===== src/rtl/uart_msg_seq_if.sv =====
// Handshake to uart_tx plus the message-buffer write port, bundled for uart_msg_seq.
// The master side is the sequencer. It drives tx_start/tx_data and receives tx_rdy and the buffer writes.
interface uart_msg_seq_if #(
   parameter int ADDR_W = 4
) ();
   logic              tx_start;
   logic [7:0]        tx_data;
   logic              tx_rdy;
   logic              wr_en;
   logic [ADDR_W-1:0] wr_addr;
   logic [7:0]        wr_data;

   modport master (
      output tx_start, tx_data,
      input  tx_rdy, wr_en, wr_addr, wr_data
   );

   modport slave (
      input  tx_start, tx_data,
      output tx_rdy, wr_en, wr_addr, wr_data
   );
endinterface


===== src/rtl/uart_msg_seq.sv =====
// Message sequencer: streams the first min(msg_len, DEPTH) bytes of a writable buffer
// into uart_tx via its start/rdy handshake, in one-shot or repeat mode, with an idle gap.
module uart_msg_seq #(
   parameter int ADDR_W = 4,
   parameter int GAP_W  = 16,
   parameter int CNT_W  = 16
) (
   input  logic              clk,
   input  logic              rst_n,
   input  logic              en,
   input  logic              one_shot,
   input  logic [ADDR_W:0]   msg_len,
   input  logic [GAP_W-1:0]  gap,
   uart_msg_seq_if.master    bus,
   output logic              busy,
   output logic              done,
   output logic [ADDR_W-1:0] char_idx,
   output logic [CNT_W-1:0]  msg_cnt
);
   localparam int              DEPTH   = 2**ADDR_W;
   localparam logic [ADDR_W:0] DEPTH_L = (ADDR_W+1)'(DEPTH);
   localparam logic [ADDR_W:0] ONE_L   = (ADDR_W+1)'(1);

   typedef enum logic [2:0] {
      IDLE,
      ISSUE,
      WAIT_DONE,
      ADVANCE,
      GAP,
      HOLD
   } state_t;

   // Power-on pattern "ABCD\r\nabcd\r\n", padded with '.'; shorter buffers keep the prefix.
   function automatic logic [7:0] default_byte(input int idx);
      logic [7:0] b;
      case (idx)
         0:       b = 8'h41;
         1:       b = 8'h42;
         2:       b = 8'h43;
         3:       b = 8'h44;
         4:       b = 8'h0D;
         5:       b = 8'h0A;
         6:       b = 8'h61;
         7:       b = 8'h62;
         8:       b = 8'h63;
         9:       b = 8'h64;
         10:      b = 8'h0D;
         11:      b = 8'h0A;
         default: b = 8'h2E;
      endcase
      return b;
   endfunction

   logic [7:0] mem_reg [DEPTH];

   state_t            state_reg,    state_next;
   logic [ADDR_W-1:0] char_idx_reg, char_idx_next;
   logic [ADDR_W:0]   len_reg,      len_next;
   logic [GAP_W-1:0]  gap_cnt_reg,  gap_cnt_next;
   logic [CNT_W-1:0]  msg_cnt_reg,  msg_cnt_next;
   logic [7:0]        tx_data_reg,  tx_data_next;

   logic [ADDR_W:0]   len_clamped;
   logic [ADDR_W-1:0] char_idx_inc;
   logic              last_char;
   logic              tx_start_c;
   logic              done_c;

   // Writes land in any state; bytes already latched into tx_data are unaffected.
   always_ff @(posedge clk or negedge rst_n) begin
      if (!rst_n) begin
         for (int i = 0; i < DEPTH; i++) begin
            mem_reg[i] <= default_byte(i);
         end
      end else if (bus.wr_en) begin
         mem_reg[bus.wr_addr] <= bus.wr_data;
      end
   end

   assign len_clamped  = (msg_len > DEPTH_L) ? DEPTH_L : msg_len;
   assign char_idx_inc = char_idx_reg + ADDR_W'(1);
   assign last_char    = ({1'b0, char_idx_reg} == (len_reg - ONE_L));

   always_comb begin
      state_next    = state_reg;
      char_idx_next = char_idx_reg;
      len_next      = len_reg;
      gap_cnt_next  = gap_cnt_reg;
      msg_cnt_next  = msg_cnt_reg;
      tx_data_next  = tx_data_reg;
      tx_start_c    = 1'b0;
      done_c        = 1'b0;

      case (state_reg)
         IDLE: begin
            if (en && (msg_len != '0)) begin
               len_next      = len_clamped;
               char_idx_next = '0;
               tx_data_next  = mem_reg[0];
               state_next    = ISSUE;
            end
         end

         ISSUE: begin
            // A transmitter already busy on entry still counts the byte as issued.
            tx_start_c = bus.tx_rdy;
            if (!bus.tx_rdy) begin
               state_next = WAIT_DONE;
            end
         end

         WAIT_DONE: begin
            if (bus.tx_rdy) begin
               state_next = ADVANCE;
            end
         end

         ADVANCE: begin
            if (last_char) begin
               done_c       = 1'b1;
               msg_cnt_next = msg_cnt_reg + CNT_W'(1);
               if (one_shot) begin
                  state_next = HOLD;
               end else if (!en) begin
                  state_next = IDLE;
               end else begin
                  char_idx_next = '0;
                  len_next      = len_clamped;
                  if (len_clamped == '0) begin
                     state_next = IDLE;
                  end else if (gap != '0) begin
                     gap_cnt_next = gap;
                     state_next   = GAP;
                  end else begin
                     tx_data_next = mem_reg[0];
                     state_next   = ISSUE;
                  end
               end
            end else if (!en) begin
               state_next = IDLE;
            end else begin
               char_idx_next = char_idx_inc;
               if (gap != '0) begin
                  gap_cnt_next = gap;
                  state_next   = GAP;
               end else begin
                  tx_data_next = mem_reg[char_idx_inc];
                  state_next   = ISSUE;
               end
            end
         end

         GAP: begin
            if (!en) begin
               state_next = IDLE;
            end else if (gap_cnt_reg == GAP_W'(1)) begin
               tx_data_next = mem_reg[char_idx_reg];
               state_next   = ISSUE;
            end else begin
               gap_cnt_next = gap_cnt_reg - GAP_W'(1);
            end
         end

         HOLD: begin
            // One-shot rearms only after en has been released.
            if (!en) begin
               state_next = IDLE;
            end
         end

         default: begin
            state_next = IDLE;
         end
      endcase
   end

   always_ff @(posedge clk or negedge rst_n) begin
      if (!rst_n) begin
         state_reg    <= IDLE;
         char_idx_reg <= '0;
         len_reg      <= '0;
         gap_cnt_reg  <= '0;
         msg_cnt_reg  <= '0;
         tx_data_reg  <= '0;
      end else begin
         state_reg    <= state_next;
         char_idx_reg <= char_idx_next;
         len_reg      <= len_next;
         gap_cnt_reg  <= gap_cnt_next;
         msg_cnt_reg  <= msg_cnt_next;
         tx_data_reg  <= tx_data_next;
      end
   end

   assign bus.tx_start = tx_start_c;
   assign bus.tx_data  = tx_data_reg;
   assign done         = done_c;
   assign busy         = (state_reg != IDLE) && (state_reg != HOLD);
   assign char_idx     = char_idx_reg;
   assign msg_cnt      = msg_cnt_reg;

endmodule


===== src/flat_wrapper.sv =====
// flat-port wrapper written by rule: the top's interface ports become plain ports
module uart_msg_seq_flat 
#(
   parameter int ADDR_W = 4,
   parameter int GAP_W  = 16,
   parameter int CNT_W  = 16
)
  (clk, rst_n, en, one_shot, msg_len, gap, busy, done, char_idx, msg_cnt, bus_tx_start, bus_tx_data, bus_tx_rdy, bus_wr_en, bus_wr_addr, bus_wr_data);
  uart_msg_seq_if #(.ADDR_W(ADDR_W)) bus_i ();
  input  logic clk;
  input  logic rst_n;
  input  logic en;
  input  logic one_shot;
  input  logic [ADDR_W:0] msg_len;
  input  logic [GAP_W-1:0] gap;
  output logic busy;
  output logic done;
  output logic [ADDR_W-1:0] char_idx;
  output logic [CNT_W-1:0] msg_cnt;
  output wire logic [$bits(bus_i.tx_start)-1:0] bus_tx_start;
  output wire logic [$bits(bus_i.tx_data)-1:0] bus_tx_data;
  input wire logic [$bits(bus_i.tx_rdy)-1:0] bus_tx_rdy;
  input wire logic [$bits(bus_i.wr_en)-1:0] bus_wr_en;
  input wire logic [$bits(bus_i.wr_addr)-1:0] bus_wr_addr;
  input wire logic [$bits(bus_i.wr_data)-1:0] bus_wr_data;
  assign bus_tx_start = bus_i.tx_start;
  assign bus_tx_data = bus_i.tx_data;
  assign bus_i.tx_rdy = bus_tx_rdy;
  assign bus_i.wr_en = bus_wr_en;
  assign bus_i.wr_addr = bus_wr_addr;
  assign bus_i.wr_data = bus_wr_data;
  uart_msg_seq #(.ADDR_W(ADDR_W), .GAP_W(GAP_W), .CNT_W(CNT_W)) u_core (.clk(clk), .rst_n(rst_n), .en(en), .one_shot(one_shot), .msg_len(msg_len), .gap(gap), .bus(bus_i), .busy(busy), .done(done), .char_idx(char_idx), .msg_cnt(msg_cnt));
endmodule

===== config.mk =====
export PLATFORM = sky130hd
export DESIGN_NAME = uart_msg_seq_flat
export DESIGN_NICKNAME = d
export VERILOG_FILES = /design/src/rtl/uart_msg_seq_if.sv /design/src/rtl/uart_msg_seq.sv /design/src/flat_wrapper.sv
export SDC_FILE = /design/constraint.sdc
export NUM_CORES = 1
export LEC_CHECK = 0
export CAP_MARGIN = 0
export CORE_MARGIN = 3
export CORE_UTILIZATION = 60
export DETAILED_ROUTE_END_ITERATION = 6
export PLACE_DENSITY_LB_ADDON = 0.25
export SLEW_MARGIN = 25
export SYNTH_ARGS = -nofsm -noshare
export SYNTH_HDL_FRONTEND = slang
export SYNTH_SLANG_ARGS = --single-unit

===== constraint.sdc =====
create_clock -name clk -period 5.4 [get_ports clk]
set_input_delay 0.54 -clock clk [delete_from_list [all_inputs] [get_ports clk]]
set_output_delay 0.54 -clock clk [all_outputs]
set_load 0.005 [all_outputs]

; ---- Word-level counts from Yosys, hierarchy flattened
; Index checks and enable logic that the tools add are counted.
[word_totals]
reg_bits = 180
latch_bits = 0
ram_bits = 0
rom_bits = 0
in_bits = 39
output_inout_bits = 31
word_cells = 132
n_memories = 0
[classes]
addsub = 4
mul = 0
div = 0
order_cmp = 5
eq_ne = 24
n_shift = 0
muxes = 57
n_bitwise = 3
n_reduce_logical = 17
[op_table]
columns = op, count
row1 = $bwmux W128, 1
row2 = $mux W16, 8
row3 = $mux W8, 15
row4 = $bmux W8 S4, 2
row5 = $mux W3, 12
row6 = $demux W8 S4, 1
row7 = $pmux W16 S2, 1
row8 = $mux W5, 5
row9 = $pmux W8 S3, 1
row10 = $mux W4, 5
row11 = $pmux W3 S6, 1
row12 = $add A16 B1 Y16 const B, 1
row13 = $eq A16 B1 Y1 const B, 1
row14 = $ne A2 B2 Y1 const B, 8
row15 = $reduce_bool A16 Y1, 1
row16 = $sub A16 B1 Y16 const B, 1
row17 = $ge A5 B5 Y1 const B, 3
row18 = $not A4 Y5, 3
row19 = $reduce_and A5 Y1, 3
row20 = $ne A3 B3 Y1 const B, 4
row21 = $pmux W5 S2, 1
row22 = $reduce_and A9 Y1, 1
row23 = $pmux W4 S2, 1
row24 = $reduce_and A7 Y1, 1
row25 = other kinds (18), 29

; ---- Logic depth before layout (Yosys ltp)
[depth]
word_depth = 9
ltp_mapped = 10
depth_no_buf = 8

; ---- Worst setup path after synthesis
; No wires, ideal clock.
[synth_timing]
path_type = register -> register
from = register u_core.char_idx_reg[0] (netlist: u_core.char_idx[0])
to = register u_core.tx_data_reg[2] (netlist: u_core.bus.tx_data[2])
setup_time_ps = 125
t_arrival_ps = 2912
t_required_ps = 5275
path_slack_ps = 2363
stages_incl_launch_ff = 9
path_buffers = 2
synth_period_minus_slack_ps = 3037
cell_sequence = dfrtp_1 -> ha_1 -> clkbuf_1 -> buf_1 -> mux4_2 -> mux4_2 -> nand3_1 -> nand4_1 -> mux2_4
[synth_via]
elab_chain_len = 9
elab_cells_between_ends = 20
classes_between = add/sub (1) / eq/ne (4) / mux (12) / bitwise (2) / reduce/logical (1)
[synth_lines]
columns = item, line
row1 = from (decl), uart_msg_seq.sv:57  ; logic [ADDR_W-1:0] char_idx_reg, char_idx_next;
row2 = from (signal assigned), uart_msg_seq.sv:187  ; char_idx_reg <= char_idx_next;
row3 = $add A4 B1 Y4, uart_msg_seq.sv:81  ; assign char_idx_inc = char_idx_reg + ADDR_W'(1);
row4 = $not A4 Y5 (implied by the code), uart_msg_seq.sv:147  ; tx_data_next = mem_reg[char_idx_inc];
row5 = $bmux W8 S4, uart_msg_seq.sv:147
row6 = $mux W8 (implied by the code) (2 in series), uart_msg_seq.sv:147
row7 = $mux W8, uart_msg_seq.sv:143  ; if (gap != '0) begin
row8 = $mux W8, uart_msg_seq.sv:139  ; end else if (!en) begin
row9 = $mux W8, uart_msg_seq.sv:119  ; if (last_char) begin
row10 = $pmux W8 S3, uart_msg_seq.sv:94  ; case (state_reg)
row11 = to (signal assigned), uart_msg_seq.sv:191  ; tx_data_reg <= tx_data_next;
row12 = to (decl), uart_msg_seq.sv:61  ; logic [7:0] tx_data_reg, tx_data_next;
; Several ways; a longest one is shown, not always the timed one. The select of a mux whose other input is x is not followed.
; A chain may end at the register's enable or synchronous reset.

; ---- Final worst setup path
[layout_timing]
from = register u_core.len_reg[0]
to = output port done
[layout_via]
elab_chain_len = 4
[layout_lines]
columns = item, line
row1 = from (decl), uart_msg_seq.sv:58  ; logic [ADDR_W:0] len_reg, len_next;
row2 = from (signal assigned), uart_msg_seq.sv:188  ; len_reg <= len_next;
row3 = $sub A5 B1 Y5, uart_msg_seq.sv:82  ; assign last_char = ({1'b0, char_idx_reg} == (len_reg - ONE_L));
row4 = $eq A4 B5 Y1, uart_msg_seq.sv:82
row5 = $mux W1, uart_msg_seq.sv:119
row6 = $mux W1, uart_msg_seq.sv:94
row7 = to (decl), flat_wrapper.sv:17  ; output logic done;
; Every way passes these cells.

==> flow_summary.toml <==
[placed_design]
dpl.cell_count = 1032
portBuffers = 69
place.gp.congestion = 0.845
dpl.hpwl_um = 16400

[outcome]
status = "complete, but fails checks"
violations = "DRC"

[yosys]
yosysWarnings = 0
synth_cell_types = 63
synth_edf_count = 0
syn_nets = 832
ys_ff_latch = 180
avgSynthCellArea_um2 = 12.7
synth-async-reset-ratio = 1.00
postSynthCellCount = 788
synth_area_mm2 = 0.0100
synth_flop_cell = "dfrtp_1"
synth_seq_area_share = 0.456

[cells_and_area]
multi_input_area_mm2 = 0.00522
regArea_mm2 = 0.00457
fill_cells = 1079
layoutNonFillerInstCount = 1065
largest_reg_flops = 128
finalNetCount = 879
syn_to_final_growth_pct = 14.3
drive_above_1_share = 0.366
utilization = 0.710

[global_routing]
grt_usage = 0.298
gr-total-overflow = 0
grt_pass1_vias = 7384
antenna_found_initial = 1
grt_pass1_wl_um = 41300
grt_max_degree = 69

[worst_setup_path]
crit_start = "u_core.len_reg[0]"
r2r_cells = 9
cp.required_ns = 4.86
cp-end-kind = "primary output"
cp-endpoint = "done"
worstPathArrival_ns = 3.14
path_class = "reg2out"
r2r-start = "u_core.len_reg[0]"
cp-start-kind = "flip-flop"
cp_max_fo = 23
rr_endpoint = "u_core.gap_cnt_reg[0]"
r2r_slack_ns = 2.16

[timing]
finalCritPeriodShare = 0.681
fin_skew_ns = 0.0101
hold_viol_final = 0
maxSlewViolCount = 0
fmax_mhz = 272
tns_ns = 0
fin_crit_ns = 3.68
rsz0062_at_grt = "false"
worstMarginPinSlew_ns = 1.12
setup_viol = 0
relSlewSlack = 0.250

[worst_hold_path]
hp-class = "in2async"

[routing]
drt_wl_total_um = 26300
vias_per_cell = 6.86
firstDrtPassIters = 7
drtIter0Drc = 800
detail-route-antenna-nets = 0
vias = 7303
wl_per_cell_um = 24.7
drc = 1

[die]
die_x_um = 135
die_area_mm2 = 0.0183
fp-row-count = 46
die_h_um = 135
initial_core_util = 0.621
ioPinCount = 70
core_mm2 = 0.0161

[job]
drv_cap = 0

[clocking]
htreeDepth = 4
clk_latency_ns = 0.44
cts_made_buffers = 17
cts_setup_buffers = 0
clk_pin_slew_ns = 0.06
cts_hold_buf = 0
clock_sinks = 180
clock_path_buffers = 2
cts-root-buf = "clkbuf_16"
cts_tree = "yes"
ctsResizeCount = 0

[power_and_ir_drop]
power_leakage_uw = 0.00443
peakVddDrop_mv = 0.279
power.density_mw_per_mm2 = 457
## where the power goes
| part | switching, µW | total (µW) | internal [µW] |
|---|---|---|---|
| Clock | 535 | 1230 | 697 |
| Combinational | 865 | 1900 | 1040 |
| Sequential | 336 | 2090 | 1760 |
## metal layers
metal / global-route usage / vias to the layer above / part of all wire
met4: 0.117 / 0 / 0.031
met2: 0.467 / 370 / 0.49
met1: 0.415 / 3756 / 0.41
met3: 0.0591 / 63 / 0.073
met5: 0 / - / 0
li1: - / 3114 / -
## critical path: stages, from the launching register on
cell and delay, ns:
dfrtp_1 0.38, inv_1 0.08, ha_1 0.25, o21ba_1 0.19, a221o_1 0.41, a2111oi_4 0.44
buf_4 0.38, clkdlybuf4s50_1 0.57
## cell families after synthesis
logic type,after synthesis,synth area share
AND/OR/NAND/NOR,175,0.0981
multiplexers,221,0.312
XOR/XNOR,23,0.0201
buffers and inverters,62,0.0262
adder cells (fa/ha/maj),5,0.00625
flip-flops,180,0.456
AO/OA/AOI/OAI,122,0.0820
## worst min-delay path by stage
stage,endpoint,cells past startpoint
floorplan,u_core.bus.tx_data[0],0
global placement,u_core.msg_cnt[15],1
detailed placement,u_core.msg_cnt[15],1
CTS,u_core.gap_cnt_reg[6],1
global route,u_core.gap_cnt_reg[6],1
finish,u_core.gap_cnt_reg[6],1
## cell usage after synthesis (all sizes together), types with 11 or more instances
| cell | n | area share |
|---|---|---|
| buf | 20 | 0.010 |
| dfstp | 48 | 0.13 |
| a21oi | 25 | 0.012 |
| nand4 | 11 | 0.0069 |
| dfrtp | 132 | 0.33 |
| o21ai | 41 | 0.020 |
| mux4 | 56 | 0.13 |
| mux2 | 141 | 0.16 |
| nor2 | 28 | 0.010 |
| xnor2 | 15 | 0.013 |
| a22oi | 12 | 0.0090 |
| nor2b | 12 | 0.0075 |
| mux2i | 24 | 0.024 |
| nand2 | 30 | 0.011 |
| clkbuf | 32 | 0.012 |
| nand3 | 31 | 0.015 |
## layout by cell type (no fill, tap or decap), types with 4 or more instances in the layout
cell type,n
clkbuf_16,17
mux4_2,56
nand4_1,11
nor2_1,20
nand3_1,31
a21oi_1,25
nand2b_1,10
and3b_1,8
xor2_1,7
nor3_1,6
mux2_4,8
nand3b_1,5
nor4_1,6
mux2i_1,24
nand2_1,30
o2bb2ai_1,4
a211oi_1,8
xnor2_1,15
nor2b_1,11
nor2_2,8
mux2_2,133
dfrtp_1,130
clkdlybuf4s50_1,68
ha_1,4
and3_1,7
inv_1,10
a22oi_1,12
buf_4,11
dfstp_2,48
o21ai_0,41
a31oi_1,8
## through the flow
stage / setup WS (ns) / hold WS (ns) / cell area [µm²] / power (µW)
CTS: 1.74 / 0.103 / 11400 / 5230
detailed placement: 2.12 / 0.467 / 10900 / 3980
finish: 1.72 / 0.0791 / 11400 / 5230
global route: 1.61 / 0.116 / 11400 / 5490
global placement: 2.14 / 0.464 / 10800 / 3870
floorplan: 2.36 / 0.244 / 10000 / 3420
## area by class of cell
cell class,instances,share of cell area
clock buffer,21,0.0393
clock inverter,11,0.0111
sequential,180,0.399
inverter,10,0.00328
antenna,1,0.000219
tap,216,0.0236
multi-input combinational,546,0.456
timing repair buffer,80,0.0677
(Power assumes the default switching activity.)
==> patch 1, RTL diff (config.mk and constraints unchanged) <==
Encoding of `state_t`: now one-hot (6 bits for 6 states).
--- a/src/rtl/uart_msg_seq.sv
+++ b/src/rtl/uart_msg_seq.sv
@@ -22,11 +22,11 @@
    localparam logic [ADDR_W:0] ONE_L   = (ADDR_W+1)'(1);
 
-   typedef enum logic [2:0] {
-      IDLE,
-      ISSUE,
-      WAIT_DONE,
-      ADVANCE,
-      GAP,
-      HOLD
+   typedef enum logic [5:0] {
+      IDLE      = 6'b000001,
+      ISSUE     = 6'b000010,
+      WAIT_DONE = 6'b000100,
+      ADVANCE   = 6'b001000,
+      GAP       = 6'b010000,
+      HOLD      = 6'b100000
    } state_t;
 
Formal check against the unedited RTL: same outputs for any inputs over 4 cycles, from zero or initial values and one cycle with rst_n low; so few cycles prove little.
==> patch 1 against the original RTL <==
Core utilization is 1.2 points lower; worst setup slack got worse by 0.13 ns; via count grew 1.0%; area after synthesis up 2.3%; sequential cell count is 3 higher; first-iteration DRC count shrank 9.0%; wire length decreased by 0.75%; final area grew 1.6%; worst hold slack improved by 0.028 ns; largest cell class unchanged; power is 5.6% lower.
==> patch 1: results (changes against the original RTL) <==
stage;metric;value;unit;change
grt;initial antenna violation count;0;;-1
placed_design;dpl hpwl;17200;um;+5.1%
setup_path;WP data arrival;4.12;ns;+0.98 ns
sta;Max-Slew Margin vs Limit;26.4;%;+1.4 points
detailed_routing;routed wl met3;2080;um;+7.9%
placed_design;dpl ws;1.60;ns;-0.521 ns
grt;vias in the first global route;7502;;+1.6%
power;sw power;1.56;mW;-10%
placed_design;Post-DP Area;11000;um^2;+1.6%
grt;first-pass GRT wire length;41700;um;+0.94%
final_layout;Area Overhead vs Synth;13.6;%;
detailed_routing;Iteration-0 DRC Markers;728;;-9.0%
detailed_routing;drt first pass iters;5;;-2
placed_design;placed cell count;1021;;-1.1%
detailed_routing;drt total wl;26100;um;-0.75%
power;leakage;4.41;nW;-0.47%
setup_path;CP delay by family, top;simple AND/OR/NAND/NOR gates;;
grt;largest net degree at the start of global routing;72;;+4.3%
final_layout;antenna diode count;0;;-1
setup_path;reg2reg end;u_core.bus.tx_data[7];;
final_layout;Final Non-Filler Cells;1053;;-1.1%
setup_path;CP max stage delay;0.87;ns;+0.30 ns
detailed_routing;Met1 Routed Length;10300;um;-4.8%
setup_path;crit-path max FO;21;;-8.7%
final_layout;fraction of layout cells with a size suffix above 1;38.4;%;+1.9 points
sta;hold slack;0.107;ns;+0.0280 ns
power;sequential logic power;2.13;mW;+2%
grt;GRT Resource Usage Total;29.2;%;-0.64 points
setup_path;Crit Reg-Reg Startpoint;u_core.char_idx[2];;
power;Comb. pwr;1.57;mW;-17%
final_layout;Layout Nets;864;;-1.7%
detailed_routing;WL met2;13000;um;+1.7%
status;status;completed;;
[patch 1: cell count changes after synthesis, sizes merged, moves of 6 or more]
cell     before  now
a311o         0    8
o2111ai       0    7
mux4         56   64
nand3        31   10
nor2         28   40
o2bb2ai       4   10
mux2i        24   10
a22oi        12   21
nand2        30   21
and3b         8    0
o21ai        41    5
[patch 1: worst max-delay path by stage]
stage                            start                     to  slack [ns]  cells past startpoint
floorplan           u_core.char_idx[0]  u_core.bus.tx_data[6]        2.66                      9
detailed placement  u_core.char_idx[0]  u_core.bus.tx_data[7]        1.60                      7
CTS                 u_core.char_idx[0]  u_core.bus.tx_data[1]        1.54                      7
global placement    u_core.char_idx[0]  u_core.bus.tx_data[1]        1.73                      7
finish              u_core.char_idx[2]  u_core.bus.tx_data[7]        1.60                      6
global route        u_core.char_idx[2]  u_core.bus.tx_data[4]        1.36                      6
[patch 1: kinds of logic (layout without fill, tap and decap cells)]
group                    Yosys count  in the layout  share of synthesized area (%)
adder cells (fa/ha/maj)            5              5                          0.611
flip-flops                       183            183                           45.3
AND/OR/NAND/NOR                  164            164                           9.04
AO/OA/AOI/OAI                    118            118                           9.27
buffers and inverters             68            121                           2.83
XOR/XNOR                          25             25                           2.14
multiplexers                     217            217                           30.8
[patch 1: layout make-up]
class | instances | area share (%)
multi-input combinational | 529 | 45.8
sequential | 183 | 39.9
timing repair buffer | 77 | 6.50
clock buffer | 20 | 3.93
tap | 220 | 2.37
clock inverter | 12 | 1.10
inverter | 12 | 0.387
[patch 1: per-layer routing]
layer,global-route usage [%],vias up
li1,-,3122
met1,38.7,3795
met2,47.6,393
met3,6.69,66
met4,10.2,0
met5,0,-
==> patch 2, RTL diff (same settings) <==
Without the edit above. `ADDR_W` is set to 4 in 3 places; all go to 2.
--- a/src/rtl/uart_msg_seq_if.sv
+++ b/src/rtl/uart_msg_seq_if.sv
@@ -2,5 +2,5 @@
 // The master side is the sequencer. It drives tx_start/tx_data and receives tx_rdy and the buffer writes.
 interface uart_msg_seq_if #(
-   parameter int ADDR_W = 4
+   parameter int ADDR_W = 2
 ) ();
    logic              tx_start;
--- a/src/rtl/uart_msg_seq.sv
+++ b/src/rtl/uart_msg_seq.sv
@@ -2,5 +2,5 @@
 // into uart_tx via its start/rdy handshake, in one-shot or repeat mode, with an idle gap.
 module uart_msg_seq #(
-   parameter int ADDR_W = 4,
+   parameter int ADDR_W = 2,
    parameter int GAP_W  = 16,
    parameter int CNT_W  = 16
--- a/src/flat_wrapper.sv
+++ b/src/flat_wrapper.sv
@@ -2,5 +2,5 @@
 module uart_msg_seq_flat 
 #(
-   parameter int ADDR_W = 4,
+   parameter int ADDR_W = 2,
    parameter int GAP_W  = 16,
    parameter int CNT_W  = 16
Ports: changed (resized bus_wr_addr, char_idx and msg_len); port bits go from 70 to 64. The function was not compared with the original's and may differ.
==> patch 2 against the original RTL <==
Wire length is 59% lower; sequential cell count down 100; worst setup slack better by 0.40 ns; final area fell by 53%; clock power is 62% lower; power is 54% lower; cell count fell by 46%; area after synthesis fell by 55%; highest routed layer unchanged; critical path type unchanged; via count shrank 49%.
==> patch 2: results (changes against the original RTL) <==
stage;metric;value;unit;change
placed_design;GP Congestion;0.913;;+8.0%
yosys;Synth cell types;60;;-4.8%
final_layout;Final Non-Filler Cells;580;;-46%
grt;initial antenna violation count;0;;-1
setup_path;crit-path max FO;21;;-8.7%
yosys;Seq/Total Area, Yosys;44.7;%;-0.93 points
placed_design;dpl hpwl;7770;um;-53%
yosys;Synth Area in XOR/XNOR;3.86;%;+1.8 points
final_layout;antenna diode count;0;;-1
setup_path;reg2reg path depth;5;;-4
setup_path;slowest CP cell;dfrtp_1;;
clock_tree;clk slew on worst S/H paths;0.09;ns;+0.03 ns
placed_design;placed cell count;564;;-45%
yosys;syn avg cell area;10.6;um^2;-17%
grt;largest net degree at the start of global routing;81;;+17%
clock_tree;# resized after CTS;0;;unchanged
power;leakage;2.13;nW;-52%
setup_path;CP delay by family, top;flip-flops;;
yosys;Synth Area in Compound Gates;16.1;%;+7.9 points
clock_tree;TritonCTS buffer count;9;;-8
yosys;Post-Syn Nets;464;;-44%
setup_path;CP max stage delay;0.87;ns;+0.30 ns
detailed_routing;drt total wl;10900;um;-59%
status;status;completed;;
detailed_routing;Iteration-0 DRC Markers;258;;-68%
final_layout;Largest register FFs;32;;-75%
clock_tree;clock latency on the worst-skew pair;0.36;ns;-0.08 ns
yosys;mux share of post-synthesis cell area;15.2;%;-16 points
sta;Final Skew;0.00747;ns;-0.00265 ns
final_layout;Layout Nets;518;;-41%
yosys;Post-Synth Adder-Cell Area;1.11;%;+0.49 points
final_layout;fraction of layout cells with a size suffix above 1;18.6;%;-18 points
grt;vias in the first global route;3775;;-49%
clock_tree;CTS Root Cell;clkbuf_8;;
grt;first-pass GRT wire length;17900;um;-57%
grt;GRT Resource Usage Total;26.2;%;-3.6 points
detailed_routing;vias per cell;6.44;;-6.1%
yosys;largest cells by area after synthesis;dfrtp_1, mux2_2, dfstp_2;;
clock_tree;CTS H-tree lvls;3;;-1
final_layout;# fillers;487;;-55%
placed_design;IO buf count;63;;-8.7%
detailed_routing;drt first pass iters;5;;-2
yosys;list of most frequent post-synthesis cells;dfrtp_1, mux2_2, nand2_1;;
-- patch 2: cell count changes after synthesis, sizes merged, moves of 16 or more --
cell    before  now
clkbuf      32    9
nand3       31    9
mux2       141   43
a21oi       25    9
mux2i       24    2
dfstp       48    9
dfrtp      132   71
o21ai       41   19
mux4        56    8
-- patch 2: per-stage QoR --
stage / worst slack (ns) / utilization (%) / cell area [um^2] / hold slack [ns]
after global placement: 2.34 / 73.5 / 5160 / 0.456
after floorplan: 3.26 / - / 4510 / 0.244
final: 2.12 / 76.5 / 5370 / 0.210
after global routing: 1.93 / 76.5 / 5370 / 0.268
after CTS: 2.11 / 76.4 / 5370 / 0.390
after detailed placement: 2.33 / 73.5 / 5160 / 0.467
-- patch 2: final timing paths --
kind,from,to,slack (ns)
max,u_core.char_idx[1],done,2.12
min,rst_n,u_core.gap_cnt_reg[11],0.21
max reg2reg,u_core.char_idx[1],u_core.bus.tx_data[7],2.41
min reg2reg,u_core.msg_cnt[15],u_core.msg_cnt[15],0.47
max in group asynchronous,rst_n,u_core.char_idx[0],4.66
min in group clk,u_core.msg_cnt[15],u_core.msg_cnt[15],0.47
-- patch 2: per-layer routing --
layer,share of wire [%],vias to the layer above,GRT usage (%)
li1,-,1712,-
met1,40,1831,31.6
met2,51,152,44.9
met3,5.3,40,5.69
met4,2.9,0,11.8
met5,0,-,0
-- patch 2: where the power goes --
group	total (mW)	internal, mW	switching, mW	leakage [nW]
clock network	0.465	0.223	0.242	0.100
registers	0.979	0.771	0.208	0.985
logic	0.939	0.487	0.451	1.05
-- patch 2: final cells by class --
cell class	count	share of cell area [%]
Tap cell	96	2.24
Clock inverter	7	1.58
Timing Repair Buffer	66	12.2
Inverter	17	1.19
Multi-Input combinational cell	305	43.0
Clock buffer	9	2.31
Sequential cell	80	37.5
